### config.mk
export PLATFORM = sky130hd
export DESIGN_NAME = mem_port_arbiter
export DESIGN_NICKNAME = d
export VERILOG_FILES = /design/src/rtl/mem_arb_pkg.sv /design/src/rtl/mem_port_arbiter_rr_arb2.sv /design/src/rtl/mem_port_arbiter.sv
export SDC_FILE = /design/constraint.sdc
export NUM_CORES = 1
export LEC_CHECK = 0
export CAP_MARGIN = 30
export CORE_ASPECT_RATIO = 0.7
export CORE_MARGIN = 2
export CORE_UTILIZATION = 41
export DETAILED_ROUTE_END_ITERATION = 8
export GPL_ROUTABILITY_DRIVEN = 0
export PLACE_DENSITY_LB_ADDON = 0.3
export SLEW_MARGIN = 20
export SYNTH_ARGS = -nofsm -noshare
export SYNTH_HDL_FRONTEND = slang
export SYNTH_SLANG_ARGS = --single-unit
### constraint.sdc
create_clock -name clk -period 2.32 [get_ports clk]
set_clock_uncertainty 0.05 [all_clocks]
set_input_delay 0.232 -clock clk [delete_from_list [all_inputs] [get_ports clk]]
set_output_delay 0.232 -clock clk [all_outputs]
set_load 0.02 [all_outputs]
### src/rtl/mem_arb_pkg.sv
// rtl/mem_arb_pkg.sv - shared types and constants for the memory port arbiter
package mem_arb_pkg;

    typedef enum logic [1:0] {
        IDLE  = 2'd0,
        ISSUE = 2'd1,
        WAIT  = 2'd2,
        ACK   = 2'd3
    } arb_state_e;

    localparam logic PORT_CPU = 1'b0;
    localparam logic PORT_DBG = 1'b1;

    localparam int MEM_LAT_MAX = 7;
    localparam int CNT_W       = 3;

endpackage

### src/rtl/mem_port_arbiter_rr_arb2.sv
// rtl/mem_port_arbiter_rr_arb2.sv - two-way grant logic; MEM_ARB_CPU_PRIORITY_EN selects fixed CPU priority
module rr_arb2
    import mem_arb_pkg::*;
(
    input  logic [1:0] req,
    input  logic       last_grant,
    output logic       grant_valid,
    output logic       grant
);

    always_comb begin
        grant_valid = |req;
        grant       = PORT_CPU;
`ifdef MEM_ARB_CPU_PRIORITY_EN
        // With no request the grant is a don't-care, so it simply follows last_grant.
        if (req[PORT_CPU]) begin
            grant = PORT_CPU;
        end else if (req[PORT_DBG]) begin
            grant = PORT_DBG;
        end else begin
            grant = last_grant;
        end
`else
        if (req[PORT_CPU] && req[PORT_DBG]) begin
            grant = ~last_grant;
        end else if (req[PORT_DBG]) begin
            grant = PORT_DBG;
        end else begin
            grant = PORT_CPU;
        end
`endif
    end

endmodule

### src/rtl/mem_port_arbiter.sv
// rtl/mem_port_arbiter.sv - CPU/DBG arbiter for a single-ported memory; MEM_ARB_CPU_PRIORITY_EN selects fixed CPU priority
module mem_port_arbiter
    import mem_arb_pkg::*;
#(
    parameter int AW      = 10,
    parameter int DW      = 32,
    parameter int MEM_LAT = 1
) (
    input  logic          clk,
    input  logic          rst_n,
    input  logic          cpu_req,
    input  logic          cpu_we,
    input  logic [AW-1:0] cpu_addr,
    input  logic [DW-1:0] cpu_wdata,
    output logic          cpu_ack,
    output logic [DW-1:0] cpu_rdata,
    input  logic          dbg_req,
    input  logic          dbg_we,
    input  logic [AW-1:0] dbg_addr,
    input  logic [DW-1:0] dbg_wdata,
    output logic          dbg_ack,
    output logic [DW-1:0] dbg_rdata,
    output logic          mem_en,
    output logic          mem_we,
    output logic [AW-1:0] mem_addr,
    output logic [DW-1:0] mem_wdata,
    input  logic [DW-1:0] mem_rdata,
    output logic          owner
);

    if (MEM_LAT < 1 || MEM_LAT > MEM_LAT_MAX) begin : g_bad_mem_lat
        $error("mem_port_arbiter: MEM_LAT must be within 1..7");
    end

    arb_state_e        state_q, state_d;
    logic [CNT_W-1:0]  cnt_q, cnt_d;
    logic              owner_q, owner_d;
    logic              last_grant_q, last_grant_d;
    logic              mem_en_q, mem_en_d;
    logic              mem_we_q, mem_we_d;
    logic [AW-1:0]     mem_addr_q, mem_addr_d;
    logic [DW-1:0]     mem_wdata_q, mem_wdata_d;
    logic              cpu_ack_q, cpu_ack_d;
    logic              dbg_ack_q, dbg_ack_d;
    logic [DW-1:0]     cpu_rdata_q, cpu_rdata_d;
    logic [DW-1:0]     dbg_rdata_q, dbg_rdata_d;

    logic              grant_valid;
    logic              grant;

    rr_arb2 u_arb (
        .req         ({dbg_req, cpu_req}),
        .last_grant  (last_grant_q),
        .grant_valid (grant_valid),
        .grant       (grant)
    );

    always_comb begin
        state_d      = state_q;
        cnt_d        = cnt_q;
        owner_d      = owner_q;
        last_grant_d = last_grant_q;
        mem_en_d     = 1'b0;
        mem_we_d     = mem_we_q;
        mem_addr_d   = mem_addr_q;
        mem_wdata_d  = mem_wdata_q;
        cpu_ack_d    = 1'b0;
        dbg_ack_d    = 1'b0;
        cpu_rdata_d  = cpu_rdata_q;
        dbg_rdata_d  = dbg_rdata_q;

        case (state_q)
            IDLE: begin
                if (grant_valid) begin
                    owner_d  = grant;
                    mem_en_d = 1'b1;
                    state_d  = ISSUE;
                    if (grant == PORT_DBG) begin
                        mem_we_d    = dbg_we;
                        mem_addr_d  = dbg_addr;
                        mem_wdata_d = dbg_wdata;
                    end else begin
                        mem_we_d    = cpu_we;
                        mem_addr_d  = cpu_addr;
                        mem_wdata_d = cpu_wdata;
                    end
                end
            end
            ISSUE: begin
                cnt_d   = CNT_W'(MEM_LAT);
                state_d = WAIT;
            end
            WAIT: begin
                // Count value 1 marks the cycle in which mem_rdata is valid.
                if (cnt_q == CNT_W'(1)) begin
                    state_d = ACK;
                    if (owner_q == PORT_DBG) begin
                        dbg_rdata_d = mem_rdata;
                        dbg_ack_d   = 1'b1;
                    end else begin
                        cpu_rdata_d = mem_rdata;
                        cpu_ack_d   = 1'b1;
                    end
                end else begin
                    cnt_d = cnt_q - CNT_W'(1);
                end
            end
            ACK: begin
                last_grant_d = owner_q;
                state_d      = IDLE;
            end
            default: begin
                state_d = IDLE;
            end
        endcase
    end

    always_ff @(posedge clk or negedge rst_n) begin
        if (!rst_n) begin
            state_q      <= IDLE;
            cnt_q        <= '0;
            owner_q      <= PORT_CPU;
            last_grant_q <= PORT_DBG;
            mem_en_q     <= 1'b0;
            mem_we_q     <= 1'b0;
            mem_addr_q   <= '0;
            mem_wdata_q  <= '0;
            cpu_ack_q    <= 1'b0;
            dbg_ack_q    <= 1'b0;
            cpu_rdata_q  <= '0;
            dbg_rdata_q  <= '0;
        end else begin
            state_q      <= state_d;
            cnt_q        <= cnt_d;
            owner_q      <= owner_d;
            last_grant_q <= last_grant_d;
            mem_en_q     <= mem_en_d;
            mem_we_q     <= mem_we_d;
            mem_addr_q   <= mem_addr_d;
            mem_wdata_q  <= mem_wdata_d;
            cpu_ack_q    <= cpu_ack_d;
            dbg_ack_q    <= dbg_ack_d;
            cpu_rdata_q  <= cpu_rdata_d;
            dbg_rdata_q  <= dbg_rdata_d;
        end
    end

    assign mem_en    = mem_en_q;
    assign mem_we    = mem_we_q;
    assign mem_addr  = mem_addr_q;
    assign mem_wdata = mem_wdata_q;
    assign cpu_ack   = cpu_ack_q;
    assign dbg_ack   = dbg_ack_q;
    assign cpu_rdata = cpu_rdata_q;
    assign dbg_rdata = dbg_rdata_q;
    assign owner     = owner_q;

endmodule
; Word level (Yosys, flattened, before mapping)
; Cells that the tools add are included.
[op_classes]
n_reduce_logical = 9
mux = 18
eq_ne = 7
bitwise = 2
addsub = 1
[ops]
columns = op, count
row1 = 2-to-1 mux 32 bit, 1
row2 = 2-to-1 mux 1 bit, 11
row3 = 2-to-1 mux 10 bit, 1
row4 = one-hot mux 2 bit (4 select lines), 1
row5 = != test 2 bit (second input constant), 3
row6 = one-hot mux 3 bit (2 select lines), 1
row7 = AND reduction 2 bit, 3
row8 = AND reduction 3 bit, 2
row9 = equality test 2 bit (second input constant), 2
row10 = 2-to-1 mux 2 bit, 2
row11 = equality test 3 x 1 -> 1 bit (second input constant), 1
row12 = 2-to-1 mux 3 bit, 1
row13 = subtractor 3 x 1 -> 3 bit (second input constant), 1
row14 = equality test 2 x 1 -> 1 bit (second input constant), 1
row15 = logical NOT 2 bit, 1
row16 = inverter 1 bit, 2
row17 = nonzero test 2 bit, 1
row18 = OR reduction 2 bit, 1
row19 = logical AND 1 bit, 1
[word_totals]
wordCells = 49
input_bits = 122
out_inout_bits = 111
regBits = 117

; Logic depth before layout (Yosys ltp)
[logic_depth]
depth_word = 3
depth_mapped = 8
depth_no_buf = 6

; Hierarchy
; From an unflattened synthesis, not the netlist that was laid out.
[hier_totals]
cells_unflattened = 368
hier_area_um2 = 4911.0
[modules_own_cells]
columns = mod, cells_each, instances, seq_area_each_um2, area_each_um2
row1 = mem_port_arbiter, 366, 1, 2929.1, 4897.2
row2 = rr_arb2, 2, 1, 0.0, 13.8

; Worst setup path before layout
; OpenSTA, ideal clock, no wires.
[synth_timing]
path_type = flip-flop to flip-flop
from = register state_q[0]
to = register cpu_rdata_q[10], in the netlist cpu_rdata[10]
period_less_slack_ns = 1.834
setup_slack_ns = 0.486
required_time_ns = 2.145
t_arrival_ns = 1.659
path_buffers = 3
setup_time_ns = 0.125
path_stages_with_launch = 9
path_cell_list = dfrtp_1 inv_1 ha_1 buf_6 and3b_4 nor2b_4 buf_6 buf_12 mux2_4
[synth_via]
elab_chain_cells = 2
[synth_lines]
columns = item, line
row1 = start: declaration, mem_port_arbiter.sv:35  ; arb_state_e state_q, state_d;
row2 = start signal: assignment, mem_port_arbiter.sv:133  ; state_q <= state_d;
row3 = equality test 2 bit, mem_port_arbiter.sv:72  ; case (state_q)
row4 = AND reduction 3 bit (no line), -
row5 = end signal: assignment, mem_port_arbiter.sv:143  ; cpu_rdata_q <= cpu_rdata_d;
row6 = end: declaration, mem_port_arbiter.sv:45  ; logic [DW-1:0] cpu_rdata_q, cpu_rdata_d;
; No other way between the ends.
; A chain may end at the register's enable or synchronous reset.

; Final worst setup path
[layout_timing]
from = register state_q[0]
to = register cpu_rdata_q[13], in the netlist cpu_rdata[13]
; Same word-level chain as after synthesis.

==> results <==
- The worst path in the final design needs a cycle of around 1.9 ns, including I/O delays and setup.
- In the final layout, the share of cells above drive strength 1 is 0.174.
- In this run the worst path has a maximum fanout of 17.
- The cell sitting at the root of the clock tree is a sky130_fd_sc_hd__clkbuf_16.
- Setup repair after global routing left no endpoint under its margin.
- In the global route stage, overall resource usage came out at 0.210.
- At the end of the flow the core is filled with cells to 0.692.
- STA classifies the critical path startpoint as a register.
- The remaining antenna violation count after routing is 0.
- The number of global-route vias before repair is slightly above 4000.
- Clock tree synthesis inserted a total of 17 buffers.
- The tree built by TritonCTS fans out to 117 sinks.
- The path category of the worst min-delay check is input port to asynchronous set/reset pin.
- The analysis attributes to cell leakage a power of 3.49 nW.
- The xor/xnor share of the synthesized area is 0.00176.
- Setup violations remaining at the end of the flow were counted as 0.
- The die is 136 um wide.
- The worst setup path is of the register to register kind.
- The top-level I/O count is ~230.
- In this run, synthesis inferred 0 flip-flops with an integrated enable.
- After detailed routing, the average wire length per cell comes to 16.3 um.
- After detailed routing, the number of vias per cell comes to about 5.
- The compound-cell area share of the yosys netlist is 0.100.
- Static timing analysis puts the maximum clock frequency at 0.528 GHz.
- For this run the aggregate overflow at the end of global routing stands at 0.
- Max-cap violations in this run came to 0.
- For the worst setup path, the data arrival time is ~2.1 ns.
- The register bit count reported by yosys is 117.
- After synthesis, the largest family of logic cells by area is multiplexers.
- The wire length of the first global-routing pass is 21000 um.
- The floorplan has 33 rows.
- The number of buffers inserted by port buffering is between 200 and 250.
- The number of instances resized during post-cts repair is 0.
- The clock reaches the later pin of the worst-skew pair after 0.40 ns.
- The final wirelength is 13400 um.
- Of the total synthesized cell area, the portion taken by full adders, half adders and majority gates is 0.0176.
- At the pin with the least slew margin, the transition time is 0.530 ns.
- The area share of and/or/nand/nor cells after synthesis is 0.0787.
- The initial utilization of the core area, before any placement, comes to 0.423.
- Relative to the synthesized area, the layout overhead comes to 63.6%.
- The count of vias placed by the detailed router is 4037.
- The detailed router finished its first iteration with 128 violations.
- Dividing the synthesized area by the synthesized cell count gives 12.0 um2.
- In the synthesized netlist the async set-or-reset flop fraction comes to 1.00.
- The final hold violation count was 0.
- Leaving out fill and tap cells, the most frequent cell in the layout is sky130_fd_sc_hd__clkdlybuf4s50_1.
- The setup TNS is 0 ns.
- The filler cells instantiated in the layout total 864.
- The portion of the post-synthesis area used by sequential elements is 0.589.
- The number of buffers inserted by post-CTS setup repair is 0.
- VDD sags by at most between 800 and 900 uV.
- The cell area after technology mapping is between 4000 and 5000 um2.
- Entering global routing, the biggest net connects between 40 and 50 pins.
- Summed over all nets, the half-perimeter wirelength after detailed placement is 9430 um.
- After synthesis, the netlist uses 28 different library cells.
- The count of yosys warnings during synthesis is 0.
- The maximum clock insertion buffer count is 2.
- The number of max-slew violations in the final report is 0.
- In the layout the commonest cells are sky130_fd_sc_hd__clkdlybuf4s50_1 (231), sky130_fd_sc_hd__dfrtp_1 (116), sky130_fd_sc_hd__a21oi_1 (88).
- The number of antenna violations at the first check in global routing was 0.
- The repair_antennas step left the layout with diodes totalling 0.
- Synthesis produced 415 cells.
- The run finished with clean final reports.
- The number of nets produced by synthesis is around 540.
- For the worst setup path, the data required time is 2.55 ns.
- The final layout contains around 780 nets.
- The share of the cycle needed by the critical path after routing is 0.817.
- The die area is between 10000 and 15000 um2.
- The type of element capturing the critical path is a register.
- The register-to-register setup slack is 0.42 ns.
- In this run the tightest slew margin relative to its limit is 0.647.
- Measured against the total synthesized area, the mux share comes to 0.175.
- The H-tree level count is 4.
- TritonCTS built the clock tree.
- In this run the power density over the cells is 1560 nW/um2.
- The final routed DRC violation total is 0.
- The area inside the core boundary is ~12000 um2.
- The number of hold buffers added after CTS was 1.
- From bottom edge to top edge, the die measures 96.2 um.
- The clock-pin slew of the registers on the worst-case setup and hold paths is 0.05 ns.
- The prevailing post-synth register cell is sky130_fd_sc_hd__dfrtp_1.
- The iteration count of the initial detailed-routing pass is 4.
-- through the flow --
step | setup slack (ns) | hold slack [ns] | area (um2) | total power (W) | cells
detailed placement | 0.394 | 0.204 | 7490 | 0.00995 | 790
floorplan | 0.486 | -0.114 | 4970 | 0.00716 | 415
global placement | 0.482 | 0.203 | 7490 | 0.00978 | 790
CTS | 0.424 | 0.305 | 8140 | 0.0128 | 822
global route | 0.336 | 0.307 | 8140 | 0.0134 | 822
finish | 0.425 | 0.315 | 8140 | 0.0127 | 822
-- routing by layer --
metal	GRT usage	wire length (um)	vias up
met4	0.0903	255	0
met2	0.333	6290	154
li1	-	-	1895
met3	0.0611	1030	21
met1	0.271	5840	1967
met5	0	0	-
-- kinds of logic after synthesis --
group                    after synthesis
XOR/XNOR                               1
buffers and inverters                 31
multiplexers                          68
adder cells (fa/ha/maj)                7
AND/OR/NAND/NOR                       96
flip-flops                           117
AO/OA/AOI/OAI                         95
-- layout make-up --
type,count,area [um2],area share
multi-input cells,267,1870,0.230
well taps,157,196,0.0241
clock inverters,8,145,0.0178
repair buffers,244,2470,0.304
clock buffers,23,498,0.0612
inverters,6,22.5,0.00277
flip-flops and latches,117,2930,0.360
-- power by group --
part           internal [W]  switching [W]  total (W)
clock network       0.00193       0.000878    0.00281
registers           0.00311       0.000613    0.00372
logic               0.00326        0.00295    0.00621
total               0.00829        0.00444     0.0127
-- Yosys cell counts (3+ instances only) --
| cell | instances | area, um2 |
|---|---|---|
| sky130_fd_sc_hd__dfrtp_1 | 116 | 2900 |
| sky130_fd_sc_hd__a21oi_1 | 88 | 440 |
| sky130_fd_sc_hd__nor2_1 | 45 | 169 |
| sky130_fd_sc_hd__nand2_1 | 44 | 165 |
| sky130_fd_sc_hd__mux2_2 | 37 | 417 |
| sky130_fd_sc_hd__mux2_4 | 29 | 435 |
| sky130_fd_sc_hd__clkbuf_1 | 15 | 56.3 |
| sky130_fd_sc_hd__ha_1 | 7 | 87.6 |
| sky130_fd_sc_hd__buf_2 | 5 | 25.0 |
| sky130_fd_sc_hd__inv_1 | 5 | 18.8 |
| sky130_fd_sc_hd__buf_12 | 3 | 60.1 |
-- sequential cells by signal (all words and copies together), names as in the netlist --
signal / cells
mem_en: 1
mem_we: 1
mem_addr: 10
mem_wdata: 32
cpu_ack: 1
cpu_rdata: 32
last_grant_q: 1
dbg_ack: 1
state_q: 2
dbg_rdata: 32
owner: 1
cnt_q: 3
-- path summary, 6_finish.rpt --
| path | start | endpoint | depth (start not counted) |
|---|---|---|---|
| max | state_q[0] | cpu_rdata[13] | 6 |
| min | rst_n | state_q[0] | 2 |
| max reg2reg | state_q[0] | cpu_rdata[13] | 6 |
| min reg2reg | dbg_rdata[12] | dbg_rdata[12] | 1 |
| max in group asynchronous | rst_n | dbg_rdata[21] | 3 |
| min in group clk | cpu_wdata[12] | mem_wdata[12] | 3 |
-- worst max-delay path: stages, from the launching register on --
cell and delay, ns:
sky130_fd_sc_hd__dfrtp_1 0.41, sky130_fd_sc_hd__inv_1 0.12, sky130_fd_sc_hd__ha_1 0.18, sky130_fd_sc_hd__and3b_4 0.22, sky130_fd_sc_hd__nor2b_4 0.26, sky130_fd_sc_hd__buf_12 0.22
sky130_fd_sc_hd__mux2_4 0.32
Power figures use the tool's default switching activity.
